### src/rtl/mario_obj_dma_pkg.sv
`default_nettype none
// ----------------------------------------------------------------------------
// mario_obj_dma_pkg : state encoding and default geometry for the object DMA.
// Rev 1.0
// ----------------------------------------------------------------------------
package mario_obj_dma_pkg;

  localparam int          IDX_W        = 10;
  localparam logic [15:0] DEF_SRC_BASE = 16'h6900;
  localparam int          DEF_LEN      = 384;
  localparam int          DEF_TIMEOUT  = 1023;

  typedef logic [2:0] dma_state_t;

  localparam dma_state_t ST_IDLE  = 3'd0;
  localparam dma_state_t ST_REQ   = 3'd1;
  localparam dma_state_t ST_ADDR  = 3'd2;
  localparam dma_state_t ST_READ  = 3'd3;
  localparam dma_state_t ST_WRITE = 3'd4;
  localparam dma_state_t ST_DONE  = 3'd5;

endpackage
`default_nettype wire

### src/rtl/mario_obj_dma_trig.sv
`default_nettype none
// ----------------------------------------------------------------------------
// mario_obj_dma_trig : VBLKn falling-edge trigger with a single-entry pending latch.
// Rev 1.0
// ----------------------------------------------------------------------------
module mario_obj_dma_trig (
  input  logic clk_i,
  input  logic rst_i,
  input  logic vblk_n_i,
  input  logic dma_en_i,
  input  logic clr_i,
  output logic pending_o
);

  logic vblk_n_q;
  logic pending_q;
  logic pending_d;

  // Reset low so a blank already in progress at reset release is not taken as an edge.
  always_ff @(posedge clk_i or posedge rst_i) begin
    if (rst_i) begin
      vblk_n_q  <= 1'b0;
      pending_q <= 1'b0;
    end else begin
      vblk_n_q  <= vblk_n_i;
      pending_q <= pending_d;
    end
  end

  always_comb begin
    pending_d = pending_q;
    if (vblk_n_q && !vblk_n_i && dma_en_i) begin
      pending_d = 1'b1;
    end
    if (clr_i) begin
      pending_d = 1'b0;
    end
  end

  assign pending_o = pending_q;

endmodule
`default_nettype wire

### src/rtl/mario_obj_dma_ctrl.sv
`default_nettype none
// ----------------------------------------------------------------------------
// mario_obj_dma_ctrl : per-frame sprite table copy from the CPU bus to object RAM.
// Optional bus-grant timeout: define MARIO_OBJDMA_TIMEOUT_EN.      Rev 1.0
// ----------------------------------------------------------------------------
module mario_obj_dma_ctrl
  import mario_obj_dma_pkg::*;
#(
  parameter logic [15:0] SRC_BASE = DEF_SRC_BASE,
  parameter int          LEN      = DEF_LEN,
  parameter int          TIMEOUT  = DEF_TIMEOUT
) (
  input  logic        I_CLK_48M,
  input  logic        I_RESET,
  input  logic        I_CEN_6M,
  input  logic        I_DMA_EN,
  input  logic        I_VBLKn,
  input  logic        I_BUSAKn,
  input  logic [7:0]  I_CPU_DI,
  output logic        O_BUSRQn,
  output logic [15:0] O_CPU_A,
  output logic        O_CPU_RDn,
  output logic [9:0]  O_OBJDMA_A,
  output logic [7:0]  O_OBJDMA_D,
  output logic        O_OBJDMA_CE,
  output logic        O_BUSY,
  output logic        O_DONE,
  output logic        O_ERR
);

  localparam logic [IDX_W-1:0] LAST_IDX = IDX_W'(LEN - 1);

  if (LEN < 1 || LEN > 1024 || TIMEOUT < 1) begin : g_bad_cfg
    $error("mario_obj_dma_ctrl: LEN must be 1..1024 and TIMEOUT at least 1");
  end

  dma_state_t       state_q, state_d;
  logic [IDX_W-1:0] idx_q, idx_d;
  logic [7:0]       data_q, data_d;
  logic [15:0]      cpu_a_q, cpu_a_d;
  logic             busrq_n_q, busrq_n_d;
  logic             rd_n_q, rd_n_d;
  logic             done_q, done_d;
  logic             pend;
  logic             pend_clr;
  logic             granted;
  logic             abort;

  mario_obj_dma_trig u_trig (
    .clk_i     (I_CLK_48M),
    .rst_i     (I_RESET),
    .vblk_n_i  (I_VBLKn),
    .dma_en_i  (I_DMA_EN),
    .clr_i     (pend_clr),
    .pending_o (pend)
  );

  assign granted = ~I_BUSAKn;

`ifdef MARIO_OBJDMA_TIMEOUT_EN
  localparam int TMO_W = $clog2(TIMEOUT + 1);

  logic [TMO_W-1:0] tmo_q;
  logic             err_q;

  assign abort = (state_q == ST_REQ) && !granted && (tmo_q == TMO_W'(TIMEOUT - 1));

  // Counts consecutive ungranted REQ ticks; any other tick restarts it.
  always_ff @(posedge I_CLK_48M or posedge I_RESET) begin
    if (I_RESET) begin
      tmo_q <= '0;
      err_q <= 1'b0;
    end else if (I_CEN_6M) begin
      if (state_q == ST_REQ && !granted) begin
        tmo_q <= tmo_q + TMO_W'(1);
      end else begin
        tmo_q <= '0;
      end
      if (abort) begin
        err_q <= 1'b1;
      end
    end
  end

  assign O_ERR = err_q;
`else
  assign abort = 1'b0;
  assign O_ERR = 1'b0;
`endif

  always_ff @(posedge I_CLK_48M or posedge I_RESET) begin
    if (I_RESET) begin
      state_q   <= ST_IDLE;
      idx_q     <= '0;
      data_q    <= '0;
      cpu_a_q   <= '0;
      busrq_n_q <= 1'b1;
      rd_n_q    <= 1'b1;
      done_q    <= 1'b0;
    end else begin
      state_q   <= state_d;
      idx_q     <= idx_d;
      data_q    <= data_d;
      cpu_a_q   <= cpu_a_d;
      busrq_n_q <= busrq_n_d;
      rd_n_q    <= rd_n_d;
      done_q    <= done_d;
    end
  end

  always_comb begin
    state_d   = state_q;
    idx_d     = idx_q;
    data_d    = data_q;
    cpu_a_d   = cpu_a_q;
    busrq_n_d = busrq_n_q;
    rd_n_d    = rd_n_q;
    done_d    = 1'b0;
    pend_clr  = 1'b0;
    if (I_CEN_6M) begin
      case (state_q)
        ST_IDLE: begin
          if (pend) begin
            pend_clr  = 1'b1;
            idx_d     = '0;
            busrq_n_d = 1'b0;
            state_d   = ST_REQ;
          end
        end
        ST_REQ: begin
          if (abort) begin
            busrq_n_d = 1'b1;
            state_d   = ST_IDLE;
          end else if (granted) begin
            state_d = ST_ADDR;
          end
        end
        ST_ADDR: begin
          if (!granted) begin
            state_d = ST_REQ;
          end else begin
            cpu_a_d = SRC_BASE + 16'(idx_q);
            rd_n_d  = 1'b0;
            state_d = ST_READ;
          end
        end
        ST_READ: begin
          rd_n_d = 1'b1;
          if (!granted) begin
            state_d = ST_REQ;
          end else begin
            data_d  = I_CPU_DI;
            state_d = ST_WRITE;
          end
        end
        ST_WRITE: begin
          // Losing the bus here drops the write; the byte is fetched again on resume.
          if (!granted) begin
            state_d = ST_REQ;
          end else if (idx_q == LAST_IDX) begin
            state_d = ST_DONE;
          end else begin
            idx_d   = idx_q + IDX_W'(1);
            state_d = ST_ADDR;
          end
        end
        ST_DONE: begin
          busrq_n_d = 1'b1;
          done_d    = 1'b1;
          state_d   = ST_IDLE;
        end
        default: begin
          busrq_n_d = 1'b1;
          rd_n_d    = 1'b1;
          state_d   = ST_IDLE;
        end
      endcase
    end
  end

  assign O_BUSRQn    = busrq_n_q;
  assign O_CPU_A     = cpu_a_q;
  assign O_CPU_RDn   = rd_n_q;
  assign O_OBJDMA_A  = idx_q;
  assign O_OBJDMA_D  = data_q;
  assign O_OBJDMA_CE = I_CEN_6M && (state_q == ST_WRITE) && granted;
  assign O_BUSY      = (state_q != ST_IDLE);
  assign O_DONE      = done_q;

endmodule
`default_nettype wire
### config.mk
export PLATFORM = sky130hd
export DESIGN_NAME = mario_obj_dma_ctrl
export DESIGN_NICKNAME = d
export VERILOG_FILES = /design/src/rtl/mario_obj_dma_pkg.sv /design/src/rtl/mario_obj_dma_trig.sv /design/src/rtl/mario_obj_dma_ctrl.sv
export SDC_FILE = /design/constraint.sdc
export NUM_CORES = 1
export LEC_CHECK = 0
export ABC_AREA = 0
export BUFFER_PORTS_ARGS = -buffer_cell sky130_fd_sc_hd__clkbuf_2
export CAP_MARGIN = 20
export CORE_MARGIN = 5
export CORE_UTILIZATION = 50
export DETAILED_ROUTE_END_ITERATION = 12
export HOLD_SLACK_MARGIN = 0.02
export PLACE_DENSITY = 0.81
export SLEW_MARGIN = 20
export SYNTH_ARGS = -nofsm -noshare
export SYNTH_HDL_FRONTEND = slang
export SYNTH_SLANG_ARGS = --single-unit
export TNS_END_PERCENT = 50
### constraint.sdc
create_clock -name I_CLK_48M -period 1.82 [get_ports I_CLK_48M]
set_input_delay 0.091 -clock I_CLK_48M [delete_from_list [all_inputs] [get_ports I_CLK_48M]]
set_output_delay 0.091 -clock I_CLK_48M [all_outputs]
set_load 0.02 [all_outputs]
### Word-level counts from Yosys, hierarchy flattened

Index checks and enable logic that the tools add are counted.

* register bits after elaboration: 42
* input bits: 14
* output and inout port bits: 40
* logic and storage cells: 64

* $add $sub $neg: 2
* eq/ne operators: 11
* mux-type cells: 22
* bitwise logic cells: 3
* reduce and logical (&&, ||, !) cells: 17

Operators with widths (number)
* $mux 10: 3
* $pmux 10 s2: 1
* $add 15x10->16 const A: 1
* $mux 3: 5
* $pmux 3 s5: 1
* $reduce_and 3->1: 5
* $add 10x1->10 const B: 1
* $eq 10x9->1 const B: 1
* $mux 1: 9
* $ne 2x2->1 const B: 4
* $reduce_or 4->1: 2
* $eq 3x2->1 const B: 2
* $eq 3x3->1 const B: 2
* $reduce_and 5->1: 1
* $logic_and 1x1->1: 4
* $pmux 1 s2: 2
* $reduce_bool 2->1: 2
* $eq 3x1->1 const B: 1
* $logic_not 3->1: 1
* $not 1->1: 3
* $reduce_bool 3->1: 1
* $mux 2: 1
* $ne 2x1->1 const B: 1
* $logic_not 1->1: 1

### Logic depth before layout (Yosys ltp)

Gate-level depths: netlist of run 1.

* word-level depth: 5
* gate-level depth with buffers: 6
* mapped depth without buffers: 6

### Cells and area by module

Synthesis of run 1 repeated with hierarchy kept, for this count alone.

* cells, all modules: 166
* area total of the unflattened synthesis: 1880.6 µm²

Modules (own cells, without submodules)
* mario_obj_dma_ctrl: instances 1, cells each 160, area each 1810.5 µm², seq. area each 903.4 µm²
* mario_obj_dma_trig: instances 1, cells each 6, area each 70.1 µm², seq. area each 50.0 µm²

### Worst setup path after synthesis of run 1

Ideal clock, no wire load.

* path kind: register to register
* start point: reg state_q[0]
* end point: reg idx_q[2] (netlist: O_OBJDMA_A[2])
* data arrival time: 1.570 ns
* slack: 0.140 ns
* cell stages (with the launch flop): 6
* period minus slack after synthesis: 1.680 ns
* cells stage by stage: dfrtp_1 or3b_1 clkbuf_1 nor4_2 o311ai_0 o41ai_1

* longest elaborated chain between the ends: 3
* elaborated cells between the ends (all ways): 8
* classes of those cells: 4 x eq/ne; 1 x mux; 3 x reduce/logical

RTL lines
* start, declared: RTL line mario_obj_dma_ctrl.sv:37 `dma_state_t state_q, state_d;`
* start signal, assigned: RTL line mario_obj_dma_ctrl.sv:101 `state_q <= state_d;`
* $eq 3x3->1 / $logic_not 3->1 (equally long branches): RTL line mario_obj_dma_ctrl.sv:121 `case (state_q)`
* $ne 2x2->1 (no source line) (tied with other cells)
* $reduce_and 5->1 (no source line)
* end signal, assigned: RTL line mario_obj_dma_ctrl.sv:102 `idx_q <= idx_d;`
* end, declared: RTL line mario_obj_dma_ctrl.sv:38 `logic [IDX_W-1:0] idx_q, idx_d;`

Parallel ways exist; a longest one is shown, timed or not.
A chain may end at the register's enable or synchronous reset.

### Worst setup path in the final report of run 1

* start point: reg state_q[1]
* end point: reg idx_q[7] (netlist: O_OBJDMA_A[7])

Same word-level chain as after synthesis.

==> metrics.csv, run 1 <==
metric;value;unit
clockBufferDepth;2;
fmax;0.564;GHz
critPathCaptureType;flop;
cts_made_buffers;5;
synth_flop_cell;dfrtp_1;
clk_pin_slew;70;ps
vias;1490;
dieWidth;70.8;um
wl_met2;1930;um
grt_max_degree;39;
crit_family;simple AND/OR/NAND/NOR gates;
drt-vias-per-instance;5.36;
cp_max_fo;5;
wl_per_cell;14.1;um
synth_area_leaders;dfrtp_1, mux2_2, a21oi_1;
highest_layer;met4;
antenna_found_initial;0;
cts_tree;done;
fin_nets;246;
port_buffers;50;
min_period;1770;ps
synth_mux_area_share;10.9;%
outcome;finished, final reports clean;
cp.required;2020;ps
p_per_area;1180;nW/um^2
dpl.cell_count;266;
synth_top_cell_by_area;dfrtp_1;
drive_gt1_share;43.5;%
synth_seq_cells;38;
place_area;2200;um^2
post-synth-top-area-fraction;48.7;%
htree_levels;2;
dpl.hpwl;2970;um
grt_pass1_vias;1502;
pre_cts_ws;55.1;ps
hp-class;primary input to flop;
final-max-slew-violation-count;0;
r2r-start;state_q[1];
clock_latency;280;ps
routabilityCongestion;0.842;
synthXorXnorAreaFrac;0;%
start_util;50.9;%
synthArstFlopShare;100;%
rsz0062_at_grt;true;
p_total;2.75;mW
fillers;301;
die_height;70.8;um
fin_cells;278;
setup_violations;0;
synthSimpleGateAreaFrac;18.2;%
yosysWarnings;0;
cp-startpoint;state_q[1];
finish.utilization;64.3;%
criticalPathCategory;flop to flop;
start_kind;flop;
rows;22;
drtAntennaViolNets;0;
arrival;1980;ps
first_pass_iters;4;
postLayoutSetupSlackWorst;47.4;ps
syn-cell-area;1850;um^2
crit_slowest_cell;or4_1;
synth_cells;164;
finalHoldViolations;0;
ys_types;40;
synth_edf_count;0;
wl_met3;273;um
diodes;0;
totalWireLength;3930;um
overflow;0;
syn_avg_cell_area;11.3;um^2
path_cells;nor3b_4 > o2111ai_2 > or4_1 > a21oi_1;
die_area;5010;um^2
area_growth;26.4;%
cts_root_buffer;clkbuf_8;
seq_area_frac_synth;51.6;%
maxCapViolCount;0;
synthAdderAreaFrac;2.03;%
max_stage_delay;550;ps
drt_iter0_drc;73;
fin_crit_sh;97.4;%
grt_usage;17.0;%
synth_compound_area_share;12.4;%
cts_sinks;38;
ir_drop;0.000781;V
ios;54;
coreArea;3630;um^2
finClkSkew;5.99;ps
synth_top_family_by_area;simple AND/OR/NAND/NOR gates;
grt_pass1_wl;6790;um
path_buf_inv;0;
drc_errors;0;
finalInstanceArea;2340;um^2
min-delay-start;I_CPU_DI[5];
leakagePower;1.15;nW
wl_met1;1680;um
-- state kept, by name (all words and copies together) (netlist names) --
signal            count
O_OBJDMA_D            8
O_CPU_A              12
u_trig.pending_o      1
state_q               3
O_BUSRQn              1
O_DONE                1
u_trig.vblk_n_q       1
O_OBJDMA_A           10
O_CPU_RDn             1
-- worst register-to-register path, stage by stage (launching register included) --
cell and delay, ps:
dfrtp_1 420, nor3b_4 310, o2111ai_2 250, or4_1 550, a21oi_1 170
-- path summary, 6_finish.rpt --
check | cells past startpoint | slack, ps | end
min in group asynchronous | 4 | 430 | O_OBJDMA_D[6]
worst min-delay path | 2 | 40 | O_OBJDMA_D[5]
worst min register to register | 2 | 500 | O_CPU_RDn
worst max-delay path | 4 | 50 | O_OBJDMA_A[7]
max in group asynchronous | 4 | 1030 | O_CPU_RDn
worst max register to register | 4 | 50 | O_OBJDMA_A[7]
-- layer usage --
layer | vias up | GRT usage (%)
li1 | 722 | -
met1 | 720 | 21.2
met2 | 44 | 27.9
met3 | 4 | 4.83
met4 | 0 | 6.89
met5 | - | 0
-- kinds of logic (layout without fill, tap and decap cells) --
kind of cell             after synthesis  count (layout)
AO/OA/AOI/OAI                         35              35
adder cells (fa/ha/maj)                3               3
buffers and inverters                 17              81
flip-flops                            38              38
multiplexers                          18              18
other                                  1               3
AND/OR/NAND/NOR                       52              52
-- what timing repair did --
action	4_1_cts	5_1_grt
endpoints found under the hold margin	37	0
setup endpoints to repair	0	13
gates resized for setup	0	6
buffers inserted	0	2
hold buffers	2	0
-- cell usage after synthesis, types with 4 or more instances --
master and count:
dfrtp_1 36, mux2_2 17, a21oi_1 11, nand2_1 9, o21ai_0 8, nor2_1 7
buf_4 6, inv_1 6, nand3_1 6, o31ai_1 6, clkbuf_1 4, or3_1 4
or4_1 4
-- cell type report --
| cell class | count | area [um^2] | share of cell area [%] |
|---|---|---|---|
| clock buffer | 8 | 80.1 | 3.43 |
| inverter | 6 | 22.5 | 0.964 |
| multi-input combinational | 111 | 837 | 35.8 |
| sequential | 38 | 955 | 40.8 |
| tap | 48 | 60.1 | 2.57 |
| timing repair buffer | 67 | 383 | 16.4 |
-- layout by cell type, fill, tap and decap left out, types with 2 or more instances in the layout --
cell and count:
ha_1 3, a21oi_1 11, o31ai_1 6, clkbuf_2 50
mux2_2 17, nor3_1 2, and3_1 3, o41ai_1 3
nand3_1 6, buf_4 15, conb_1 3, or3_1 4
clkbuf_1 3, nor2_1 7, dlygate4sd3_1 2, o311ai_0 2
clkbuf_8 5, dfrtp_1 35, o21ai_0 8, inv_1 6
or4_1 4, nand2_1 9, dfstp_2 2
-- through the flow --
| stage | setup TNS (ps) | hold WS, ps |
|---|---|---|
| 2_1_floorplan | 0 | 122 |
| 3_3_place_gp | 0 | 209 |
| 3_5_place_dp | 0 | 203 |
| 4_1_cts | 0 | 30.1 |
| 5_1_grt | -117 | 27.4 |
| 6_report | 0 | 39.3 |
-- where the power goes --
group,internal (mW),total (mW),switching (mW)
clock network,0.272,0.537,0.265
logic,0.416,1.02,0.606
registers,1.05,1.19,0.144
total,1.74,2.75,1.01
Note: power is estimated with default switching activity, not from simulation.
==> inputs of run 2 (changes only) <==
--- a/config.mk
+++ b/config.mk
@@ -8,11 +8,11 @@
 export ABC_AREA = 0
 export BUFFER_PORTS_ARGS = -buffer_cell sky130_fd_sc_hd__clkbuf_2
 export CAP_MARGIN = 20
-export CORE_MARGIN = 5
+export CORE_MARGIN = 2
 export CORE_UTILIZATION = 50
 export DETAILED_ROUTE_END_ITERATION = 12
 export HOLD_SLACK_MARGIN = 0.02
-export PLACE_DENSITY = 0.81
+export PLACE_DENSITY = 0.87
 export SLEW_MARGIN = 20
 export SYNTH_ARGS = -nofsm -noshare
 export SYNTH_HDL_FRONTEND = slang
==> metrics.csv, run 2 (same netlist as run 1, synthesis figures left out) <==
metric;value;unit;change
outcome;finished, final reports clean;;
die_height;64.8;um;-8.5%
drive_gt1_share;43.0;%;-0.50 points
antenna_found_initial;0;;unchanged
dpl.cell_count;264;;-0.75%
cts_made_buffers;5;;unchanged
pre_cts_ws;77.2;ps;+22.2 ps
dieWidth;64.8;um;-8.5%
finClkSkew;3.47;ps;-2.52 ps
first_pass_iters;4;;unchanged
vias;1482;;-0.54%
ios;54;;unchanged
seqPwrFrac;42.8;%;-0.5 points
final_cell_mix;clkbuf_2, dfrtp_1, mux2_2;;
critPathCaptureType;flop;;
totalWireLength;3750;um;-4.6%
grt_usage;20.4;%;+3.3 points
finish.utilization;65.4;%;+1.1 points
start_kind;flop;;
postLayoutSetupSlackWorst;57.7;ps;+10.3 ps
area_growth;27.5;%;
min_period;1760;ps;-10.3 ps
grt_max_degree;39;;unchanged
overflow;0;;unchanged
regArea;955;um^2;unchanged
finalInstanceArea;2360;um^2;+0.91%
switching_share;37.1;%;+0.17 points
coreArea;3610;um^2;-0.76%
power_switching;1.03;mW;+1.7%
cp.required;2030;ps;about the same
rsz0062_at_grt;true;;
p_per_area;1180;nW/um^2;+0.31%
whs;32.6;ps;-6.71 ps
diodes;0;;unchanged
drc_errors;0;;unchanged
maxCapViolCount;0;;unchanged
fin_cells;276;;-0.72%
fin_crit_sh;96.8;%;-0.57 points
final-max-slew-violation-count;0;;unchanged
criticalPathCategory;flop to flop;;
largest_reg_flops;12;;unchanged
port_buffers;50;;unchanged
cts_tree;done;;
leakagePower;1.15;nW;about the same
cp_max_fo;6;;+1
start_util;51.3;%;+0.39 points
finalSetupTns;0;ps;unchanged
drt_iter0_drc;102;;+40%
arrival;1980;ps;about the same
clk_pin_slew;70;ps;about the same
grt_pass1_vias;1493;;-0.60%
grt_pass1_wl;6530;um;-3.9%
finalHoldViolations;0;;unchanged
fmax;0.567;GHz;+0.58%
drt-vias-per-instance;5.37;;+0.18%
fillers;283;;-6.0%
clock_power_share;20.8;%;+1.3 points
routabilityCongestion;0.881;;+4.7%
hp-class;primary input to flop;;
drtAntennaViolNets;0;;unchanged
clock_latency;290;ps;about the same
power_frac_comb;36.4;%;-0.8 points
cts_root_buffer;clkbuf_8;;
fin_nets;244;;-0.81%
p_total;2.78;mW;+1.2%
die_area;4200;um^2;-16%
cts_sinks;38;;unchanged
rows;22;;unchanged
dpl.hpwl;2760;um;-7.0%
wl_per_cell;13.6;um;-3.9%
htree_levels;2;;unchanged
clockBufferDepth;2;;unchanged
final_common_cell;clkbuf_2;;
place_area;2200;um^2;-0.11%
ir_drop;0.000797;V;+2.1%
setup_violations;0;;unchanged
internal_power;1.75;mW;+0.95%
multi_input_area;847;um^2;+1.2%
run 2: final timing paths:
| kind | startpoint | end | slack [ps] | cells after the start |
|---|---|---|---|---|
| worst min-delay path | I_CPU_DI[0] | O_OBJDMA_D[0] | 30 | 2 |
| max in group asynchronous | I_RESET | state_q[1] | 1020 | 4 |
| min in group asynchronous | I_RESET | O_CPU_A[1] | 450 | 4 |
| worst max register to register | state_q[1] | O_OBJDMA_A[7] | 60 | 4 |
| worst min register to register | O_OBJDMA_D[2] | O_OBJDMA_D[2] | 510 | 1 |
| worst max-delay path | state_q[1] | O_OBJDMA_A[7] | 60 | 4 |
run 2: cell type report:
type / count / share of cell area, %
Clock buffer: 7 / 3.66
Clock inverter: 1 / 0.212
Inverter: 6 / 0.955
Multi-Input combinational cell: 111 / 35.9
Sequential cell: 38 / 40.5
Tap cell: 48 / 2.55
Timing Repair Buffer: 65 / 16.2
run 2: repair_timing:
| item | in CTS | in global routing |
|---|---|---|
| buffers inserted | 0 | 1 |
| resized for setup | 0 | 6 |
| hold buffers | 2 | 1 |
| endpoints found under the setup margin | 0 | 13 |
| endpoints found under the hold margin | 37 | 1 |
run 2: worst max-delay path: stages (launching register included):
cell,delay [ps]
dfrtp_2,440
nor3b_4,350
o2111ai_4,210
or4_4,540
a21oi_1,150
run 2: layer usage:
metal | part of all wire [%] | GRT usage, % | up-vias
met5 | 0 | 0 | -
met4 | 1.2 | 6.38 | 0
met3 | 6.3 | 7.47 | 8
met2 | 49 | 33.4 | 47
met1 | 44 | 25.0 | 706
li1 | - | - | 721
run 2: power groups by stage:
stage          Combinational [mW]  Sequential, mW  Clock, mW
3_3_place_gp                0.974            1.18          0
4_1_cts                      1.00            1.19      0.607
5_1_grt                      1.10            1.22      0.647
3_5_place_dp                 1.00            1.20          0
2_1_floorplan               0.511            1.36          0
6_report                     1.01            1.19      0.580
